[src/rtl/st_frame_pkg.sv]
`default_nettype none
// ============================================================================
// Module      : st_frame_pkg
// Description : Shared defaults for the Avalon-ST frame buffer.
// Revision    : 1.0 - initial release
// ============================================================================
package st_frame_pkg;

   localparam int ST_DATA_WIDTH = 512;
   localparam int ST_DEPTH      = 8;
   localparam int ST_PKT_BEATS  = 1;
   localparam int ST_OVF_W      = 16;

endpackage : st_frame_pkg
`default_nettype wire

[src/rtl/st_fifo_core.sv]
`default_nettype none
// ============================================================================
// Module      : st_fifo_core
// Description : Power-of-two word FIFO; storage plus pointers and count.
// Revision    : 1.0 - initial release
// ============================================================================
module st_fifo_core
   import st_frame_pkg::*;
#(
   parameter int DATA_WIDTH = ST_DATA_WIDTH,
   parameter int DEPTH      = ST_DEPTH,
   parameter int PTR_W      = $clog2(DEPTH),
   parameter int CNT_W      = $clog2(DEPTH) + 1
) (
   input  logic                  clk,
   input  logic                  rst_n,
   input  logic                  i_push,
   input  logic                  i_pop,
   input  logic                  i_flush,
   input  logic [DATA_WIDTH-1:0] i_data,
   output logic [DATA_WIDTH-1:0] o_data,
   output logic [CNT_W-1:0]      o_count
);

   logic [DATA_WIDTH-1:0] r_mem [DEPTH];
   logic [PTR_W-1:0]      r_wr_ptr;
   logic [PTR_W-1:0]      r_rd_ptr;
   logic [CNT_W-1:0]      r_count;
   logic                  w_push;
   logic                  w_pop;

   assign w_push = i_push & ~i_flush;
   assign w_pop  = i_pop  & ~i_flush & (r_count != '0);

   // Storage carries no reset so it maps onto plain RAM/register arrays.
   always_ff @(posedge clk) begin
      if (w_push) begin
         r_mem[r_wr_ptr] <= i_data;
      end
   end

   always_ff @(posedge clk or negedge rst_n) begin
      if (!rst_n) begin
         r_wr_ptr <= '0;
         r_rd_ptr <= '0;
         r_count  <= '0;
      end else if (i_flush) begin
         r_wr_ptr <= '0;
         r_rd_ptr <= '0;
         r_count  <= '0;
      end else begin
         if (w_push) begin
            r_wr_ptr <= r_wr_ptr + PTR_W'(1);
         end
         if (w_pop) begin
            r_rd_ptr <= r_rd_ptr + PTR_W'(1);
         end
         case ({w_push, w_pop})
            2'b10:   r_count <= r_count + CNT_W'(1);
            2'b01:   r_count <= r_count - CNT_W'(1);
            default: r_count <= r_count;
         endcase
      end
   end

   assign o_data  = r_mem[r_rd_ptr];
   assign o_count = r_count;

endmodule : st_fifo_core
`default_nettype wire

[src/rtl/st_frame_buffer.sv]
`default_nettype none
// ============================================================================
// Module      : st_frame_buffer
// Description : ADC word FIFO framed into Avalon-ST packets for mSGDMA.
//               Define ST_FRAME_BUFFER_OVF_STAT_EN to build the drop counter.
// Revision    : 1.0 - initial release
// ============================================================================
module st_frame_buffer
   import st_frame_pkg::*;
#(
   parameter int DATA_WIDTH = ST_DATA_WIDTH,
   parameter int DEPTH      = ST_DEPTH,
   parameter int PKT_BEATS  = ST_PKT_BEATS
) (
   input  logic                      clk,
   input  logic                      reset_n,
   input  logic                      data_valid,
   input  logic [DATA_WIDTH-1:0]     data,
   input  logic                      flush,
   output logic [DATA_WIDTH-1:0]     sink_data,
   output logic                      sink_valid,
   input  logic                      sink_ready,
   output logic                      sink_startofpacket,
   output logic                      sink_endofpacket,
   output logic [$clog2(DEPTH):0]    fill_level,
   output logic [ST_OVF_W-1:0]       overflow_count
);

   localparam int CNT_W  = $clog2(DEPTH) + 1;
   localparam int BEAT_W = (PKT_BEATS > 1) ? $clog2(PKT_BEATS) : 1;
   localparam logic [BEAT_W-1:0] C_BEAT_LAST = BEAT_W'(PKT_BEATS - 1);
   localparam logic [CNT_W-1:0]  C_FULL      = CNT_W'(DEPTH);

   logic [CNT_W-1:0]  w_count;
   logic              w_valid;
   logic              w_pop;
   logic              w_can_push;
   logic              w_push;
   logic [BEAT_W-1:0] r_beat;

   assign w_valid    = (w_count != '0);
   assign w_pop      = w_valid & sink_ready;
   // A pop in the same cycle frees a slot, so a full FIFO still accepts.
   assign w_can_push = (w_count != C_FULL) | w_pop;
   assign w_push     = data_valid & w_can_push & ~flush;

   st_fifo_core #(
      .DATA_WIDTH (DATA_WIDTH),
      .DEPTH      (DEPTH)
   ) u_fifo (
      .clk     (clk),
      .rst_n   (reset_n),
      .i_push  (w_push),
      .i_pop   (w_pop),
      .i_flush (flush),
      .i_data  (data),
      .o_data  (sink_data),
      .o_count (w_count)
   );

   always_ff @(posedge clk or negedge reset_n) begin
      if (!reset_n) begin
         r_beat <= '0;
      end else if (flush) begin
         r_beat <= '0;
      end else if (w_pop) begin
         r_beat <= (r_beat == C_BEAT_LAST) ? '0 : r_beat + BEAT_W'(1);
      end
   end

   assign sink_valid         = w_valid;
   assign sink_startofpacket = w_valid & (r_beat == '0);
   assign sink_endofpacket   = w_valid & (r_beat == C_BEAT_LAST);
   assign fill_level         = w_count;

`ifdef ST_FRAME_BUFFER_OVF_STAT_EN
   logic                r_ovf_cnt_en_unused;
   logic [ST_OVF_W-1:0] r_ovf_cnt;
   logic                w_drop;

   // Words discarded by a flush are not overflow drops.
   assign w_drop = data_valid & ~w_can_push & ~flush;

   always_ff @(posedge clk or negedge reset_n) begin
      if (!reset_n) begin
         r_ovf_cnt <= '0;
      end else if (w_drop && (r_ovf_cnt != '1)) begin
         r_ovf_cnt <= r_ovf_cnt + ST_OVF_W'(1);
      end
   end

   assign r_ovf_cnt_en_unused = 1'b0;
   assign overflow_count      = r_ovf_cnt;
`else
   assign overflow_count = '0;
`endif

endmodule : st_frame_buffer
`default_nettype wire
[config.mk]
export PLATFORM = sky130hd
export DESIGN_NAME = st_frame_buffer
export DESIGN_NICKNAME = d
export VERILOG_FILES = /design/src/rtl/st_frame_pkg.sv /design/src/rtl/st_fifo_core.sv /design/src/rtl/st_frame_buffer.sv
export SDC_FILE = /design/constraint.sdc
export NUM_CORES = 2
export LEC_CHECK = 0
export CAP_MARGIN = 20
export CORE_MARGIN = 1.5
export CORE_UTILIZATION = 30
export CTS_CLUSTER_DIAMETER = 30
export DETAILED_ROUTE_END_ITERATION = 7
export DONT_BUFFER_PORTS = 1
export GPL_ROUTABILITY_DRIVEN = 0
export PLACE_DENSITY = 0.43
export SKIP_CTS_REPAIR_TIMING = 1
export SYNTH_ARGS = -nofsm -noshare
export SYNTH_HDL_FRONTEND = slang
export SYNTH_SLANG_ARGS = --single-unit
[constraint.sdc]
create_clock -name clk -period 51.8 [get_ports clk]
set_input_delay 15.54 -clock clk [delete_from_list [all_inputs] [get_ports clk]]
set_output_delay 15.54 -clock clk [all_outputs]
set_load 0.1 [all_outputs]
* After elaboration in Yosys (flattened, before gate mapping)
Memories as Yosys holds them, arrays and structs flattened.
Index checks and enable logic that the tools add are counted.
** Word-level totals
- Bits in registers :: 11
- Bits in latches :: 0
- Bits in writable memories :: 4096
- Memory bits (read-only) :: 0
- Bits of input ports :: 517
- Logic and storage cells :: 39
- Memories kept :: 1
** Cells by class
- $add $sub $neg :: 5
- Multiply operators :: 0
- Div/mod/pow operators :: 0
- Magnitude comparators :: 0
- Equal/unequal tests :: 3
- Shifts and indexed selects :: 0
- Mux-type cells :: 11
- Bitwise logic cells :: 10
- Reduce and logical (&&, ||, !) cells :: 5
** Memories
- u_fifo.r_mem :: words 8, bits a word 512, read ports 1, clocked after Yosys merged registers in 0, wr ports 1, line st_fifo_core.sv:25 : logic [DATA_WIDTH-1:0] r_mem [DEPTH];
** Operators with widths (number)
- $mux 3 :: 4
- $pmux 4 s2 :: 1
- $and 1x1->1 :: 7
- $add 3x1->3 const B :: 2
- $reduce_bool 2->1 :: 3
- $mux 1 :: 5
- $add 4x1->4 const B :: 1
- $mux 4 :: 1
- $ne 4x4->1 const B :: 1
- $reduce_bool 4->1 :: 1
- $sub 4x1->4 const B :: 1
- $reduce_bool 3->1 :: 1
- $eq 2x1->1 const B :: 1
- $eq 2x2->1 const B :: 1
- $not 1->1 :: 2
- $add 1x1->1 const B :: 1
- $or 1x1->1 :: 1

* Longest topological paths before layout
- Word-level depth :: 9
- Depth in mapped cells :: 8
- Depth with buffers taken out :: 7

* By module
A second synthesis with hierarchy kept.
** Second synthesis, totals
- Cell total of the unflattened synthesis :: 6013
- Area total of the unflattened synthesis :: 154001.4 µm²
** By module, submodules not included
- st_fifo_core :: times used 1, cells an instance 5988, area each 153821.3 µm²
- st_frame_buffer :: times used 1, cells an instance 25, area each 180.2 µm²

* Worst setup path before layout
OpenSTA, ideal clock, no wires.
- Path type :: input port to flip-flop
- Start :: input data_valid
- End :: memory u_fifo.r_mem[1][0] (netlist name) (enable)
- Data arrival time :: 50959 ps
- Data required time :: 49785 ps
- Path slack :: -1174 ps
- Stages :: 4
- Path buffers :: 1
- Cells stage by stage :: buf_1 > o21ai_0 > or3b_2 > nor3_1
** Between the ends
- Cells in the longest elaborated chain, start to end :: 5
** RTL lines
- start: declaration :: line st_frame_buffer.sv:17 : input logic data_valid,
- $and 1x1->1 (2 in a row) :: line st_frame_buffer.sv:45 : assign w_push = data_valid & w_can_push & ~flush;
- $and 1x1->1 :: line st_fifo_core.sv:32 : assign w_push = i_push & ~i_flush;
- $mux 1 :: line st_fifo_core.sv:37 : if (w_push) begin
- $mux 1 (not written as such) :: line st_fifo_core.sv:38 : r_mem[r_wr_ptr] <= i_data;
- end: declaration :: line st_fifo_core.sv:25
Every way passes these cells.

* Worst setup path after layout
- Start :: register u_fifo.r_rd_ptr[0]
- End :: output sink_data[330]
** Between the ends
- Cells in the longest elaborated chain, start to end :: 1
** RTL lines
- start: declaration :: line st_fifo_core.sv:27 : logic [PTR_W-1:0] r_rd_ptr;
- start signal: assignment :: line st_fifo_core.sv:56 : r_rd_ptr <= r_rd_ptr + PTR_W'(1);
- $mem_v2 8x512
- end: declaration :: line st_frame_buffer.sv:20 : output logic [DATA_WIDTH-1:0] sink_data,
Every way passes these cells.

==> results.md <==
* P per Cell Area at 61.6 mW/mm2
* Iteration count of the initial detailed-routing pass at 5
* Worst ir drop on vdd at 0.0377 mV
* Final hold vios at 0
* Mapped Cells at 6,019
* First-pass GRT wire length at 568,000 um
* PnR Total Power at 12,000 uW
* Slew HR at 0.259
* Grt total ovfl at 0
* Dpl cell area at 0.162 mm2
* Num ports at 1,052
* CP Cell Sequence: buf_4, buf_4, buf_12, buf_4, buf_4, buf_4, mux4_2, mux2_2
* Most common cell on crit path: buf_4
* Final Routed Wirelength at 403,000 um
* Mapped Avg Cell Area at 25.6 um2
* Worst path slowest cell: dfrtp_4
* Vias in the first global route at 75,073
* Share of cells above drive strength 1 at 0.417
* EDFF count, synth at 4,096
* Required @ worst endpoint at 36.26 ns
* Clock transition at path regs at 0.05 ns
* Via density at 4.72
* Place WS at 28.71 ns
* DRC at 0
* Yosys cell types at 42
* Initial antenna violation count at 19
* Tmin final at 23.88 ns
* Core ar. at 0.510 mm2
* Avg WL per Cell at 28.1 um
* Post-route ant nets at 0
* FMAX at 41.9 MHz
* Sequential share of the synthesized area at 0.801
* Num rows at 262
* H-Tree Depth at 6
* Final setup violation count at 0
* Clock latency on the worst-skew pair at 1.12 ns
* R2R cell count at 11
* Crit-path max cell delay at 1.02 ns
* Slew @ Worst Pin at 1.11 ns
* DR vias at 67,722
* Crit. End Element: primary output
* Setup TNS at 0 ns
* Min-Delay Path Class: flip-flop to flip-flop
* Fin worst setup slack at 27.92 ns
* Synthesized flop and latch total at 4,106
* Height of the chip at 719 um
* WP data arrival at 8.34 ns
* Worst path buffer plus inverter count at 6
* DRT iter0 DRCs at 4,178
* Leakage power at 0.0607 uW
* Syn-to-layout area delta at 26.3%
* CP startpoint kind: flip-flop
* Initial core utilization at 0.302
* Design area at 0.194 mm2
* Worst Hold Depth at 2
* Layout Nets at 7,328
* Commonest non-fill, non-tap cell in the layout: edfxtp_1
* Clock Skew at 0.117 ns
* Crit path kind: flip-flop to primary output
* Die area at 0.517 mm2
* Period utilization at 0.461
* Horiz. Die Dim at 719 um
* Stages on the worst setup path at 8
* CTS tree: built
* Slew Limit Fails at 0
* Port bufs at 0
* Clock Path Buffers at 4
* Status: completed
* FFs w/ async S/R, synth at 0.00244
* CP top delay family: buffers and inverters
* Crit Path Max Fanout at 80
* Most frequent cells in the layout: 4,096 x edfxtp_1, 1,024 x mux4_2, 923 x clkbuf_16
* Main synth FF type: edfxtp_1
* Max_cap viols at 0
* CTS Buf Count at 921
* CTS Sinks at 4,106
* Largest net degree at the start of global routing at 139
* CTS root buf: clkbuf_16
* Dpl hpwl at 234,000 um
* Gr usage total at 0.152
* Synth warnings at 0
* Synth Cell Area at 0.154 mm2
* RSZ-0062 raised after global routing: false
## logic make-up after synthesis
| family | synth area share |
|---|---|
| adder cells (fa/ha/maj) | 0.000325 |
| AND/OR/NAND/NOR | 0.00125 |
| multiplexers | 0.187 |
| other | 0.0000244 |
| XOR/XNOR | 0.000398 |
| buffers and inverters | 0.00893 |
| flip-flops | 0.801 |
| AO/OA/AOI/OAI | 0.000927 |
## Yosys cell counts (2+ instances only)
cell | count | area (um2)
buf_2 | 112 | 561
nor3_1 | 4 | 20.0
o21ai_0 | 3 | 15.0
xnor2_1 | 3 | 26.3
xor2_1 | 4 | 35.0
mux4_2 | 1024 | 23100
o311a_1 | 2 | 20.0
mux2i_1 | 2 | 20.0
dfrtp_1 | 10 | 250
a21oi_1 | 2 | 10.0
clkbuf_1 | 143 | 537
inv_1 | 2 | 7.51
buf_4 | 18 | 135
edfxtp_1 | 4096 | 123000
mux2_2 | 512 | 5770
nor2_1 | 14 | 52.6
nand2b_1 | 4 | 25.0
or3b_2 | 2 | 17.5
nand2_1 | 4 | 15.0
ha_1 | 4 | 50.1
buf_1 | 33 | 124
## final timing paths
| check | startpoint | endpoint | slack (ns) |
|---|---|---|---|
| min | u_fifo.r_wr_ptr[0]$_DFFE_PN0P_ | u_fifo.r_wr_ptr[0]$_DFFE_PN0P_ | 0.60 |
| max | u_fifo.r_rd_ptr[0]$_DFFE_PN0P_ | sink_data[330] | 27.92 |
| min reg2reg | u_fifo.r_wr_ptr[0]$_DFFE_PN0P_ | u_fifo.r_wr_ptr[0]$_DFFE_PN0P_ | 0.60 |
| max in group asynchronous | reset_n | u_fifo.r_rd_ptr[1]$_DFFE_PN0P_ | 37.47 |
| max reg2reg | u_fifo.o_count[0]$_DFFE_PN0P_ | u_fifo.r_mem[2][399]$_DFFE_PP_ | 44.68 |
| min in group asynchronous | reset_n | u_fifo.r_wr_ptr[1]$_DFFE_PN0P_ | 14.13 |
## metal layers
layer,part of all wire,vias to the layer above,wire (um),track usage
met5,0,-,0,0
met4,0.019,0,7710,0.0375
met3,0.10,573,40900,0.0702
met2,0.49,1947,197000,0.253
met1,0.39,37171,157000,0.178
li1,-,28031,-,-
## power breakdown
| group | switching (uW) | leakage, uW | internal (uW) |
|---|---|---|---|
| clock network | 1890 | 0.0153 | 3920 |
| logic | 1790 | 0.00824 | 634 |
| registers | 22.5 | 0.0371 | 3730 |
## tightest hold or removal path, stage by stage (launching register included)
cell and delay [ns]:
dfrtp_1 0.39, xor2_1 0.09, nor2_1 0.08
## flip-flops by register name, indices dropped and copies added, names as in the netlist
register and count:
u_fifo.o_count 4, u_fifo.r_mem 4096, u_fifo.r_rd_ptr 3, u_fifo.r_wr_ptr 3
## area by class of cell
cell class | count | area (um2)
flip-flops and latches | 4106 | 123000
clock buffers | 1032 | 23500
diodes | 6 | 15.0
clock inverters | 692 | 8390
fillers | 45497 | 316000
well taps | 6732 | 8420
repair buffers | 157 | 1380
multi-input cells | 1619 | 29400
inverters | 2 | 7.51
## per-stage QoR
| step | instances | hold WS [ns] | util |
|---|---|---|---|
| detailed placement | 12616 | 0.598 | 0.319 |
| floorplan | 6034 | 0.539 | - |
| global placement | 12616 | 0.574 | 0.319 |
| finish | 14346 | 0.601 | 0.381 |
| global route | 14341 | 0.616 | 0.381 |
| CTS | 14340 | 0.607 | 0.381 |
(Power assumes the default switching activity.)
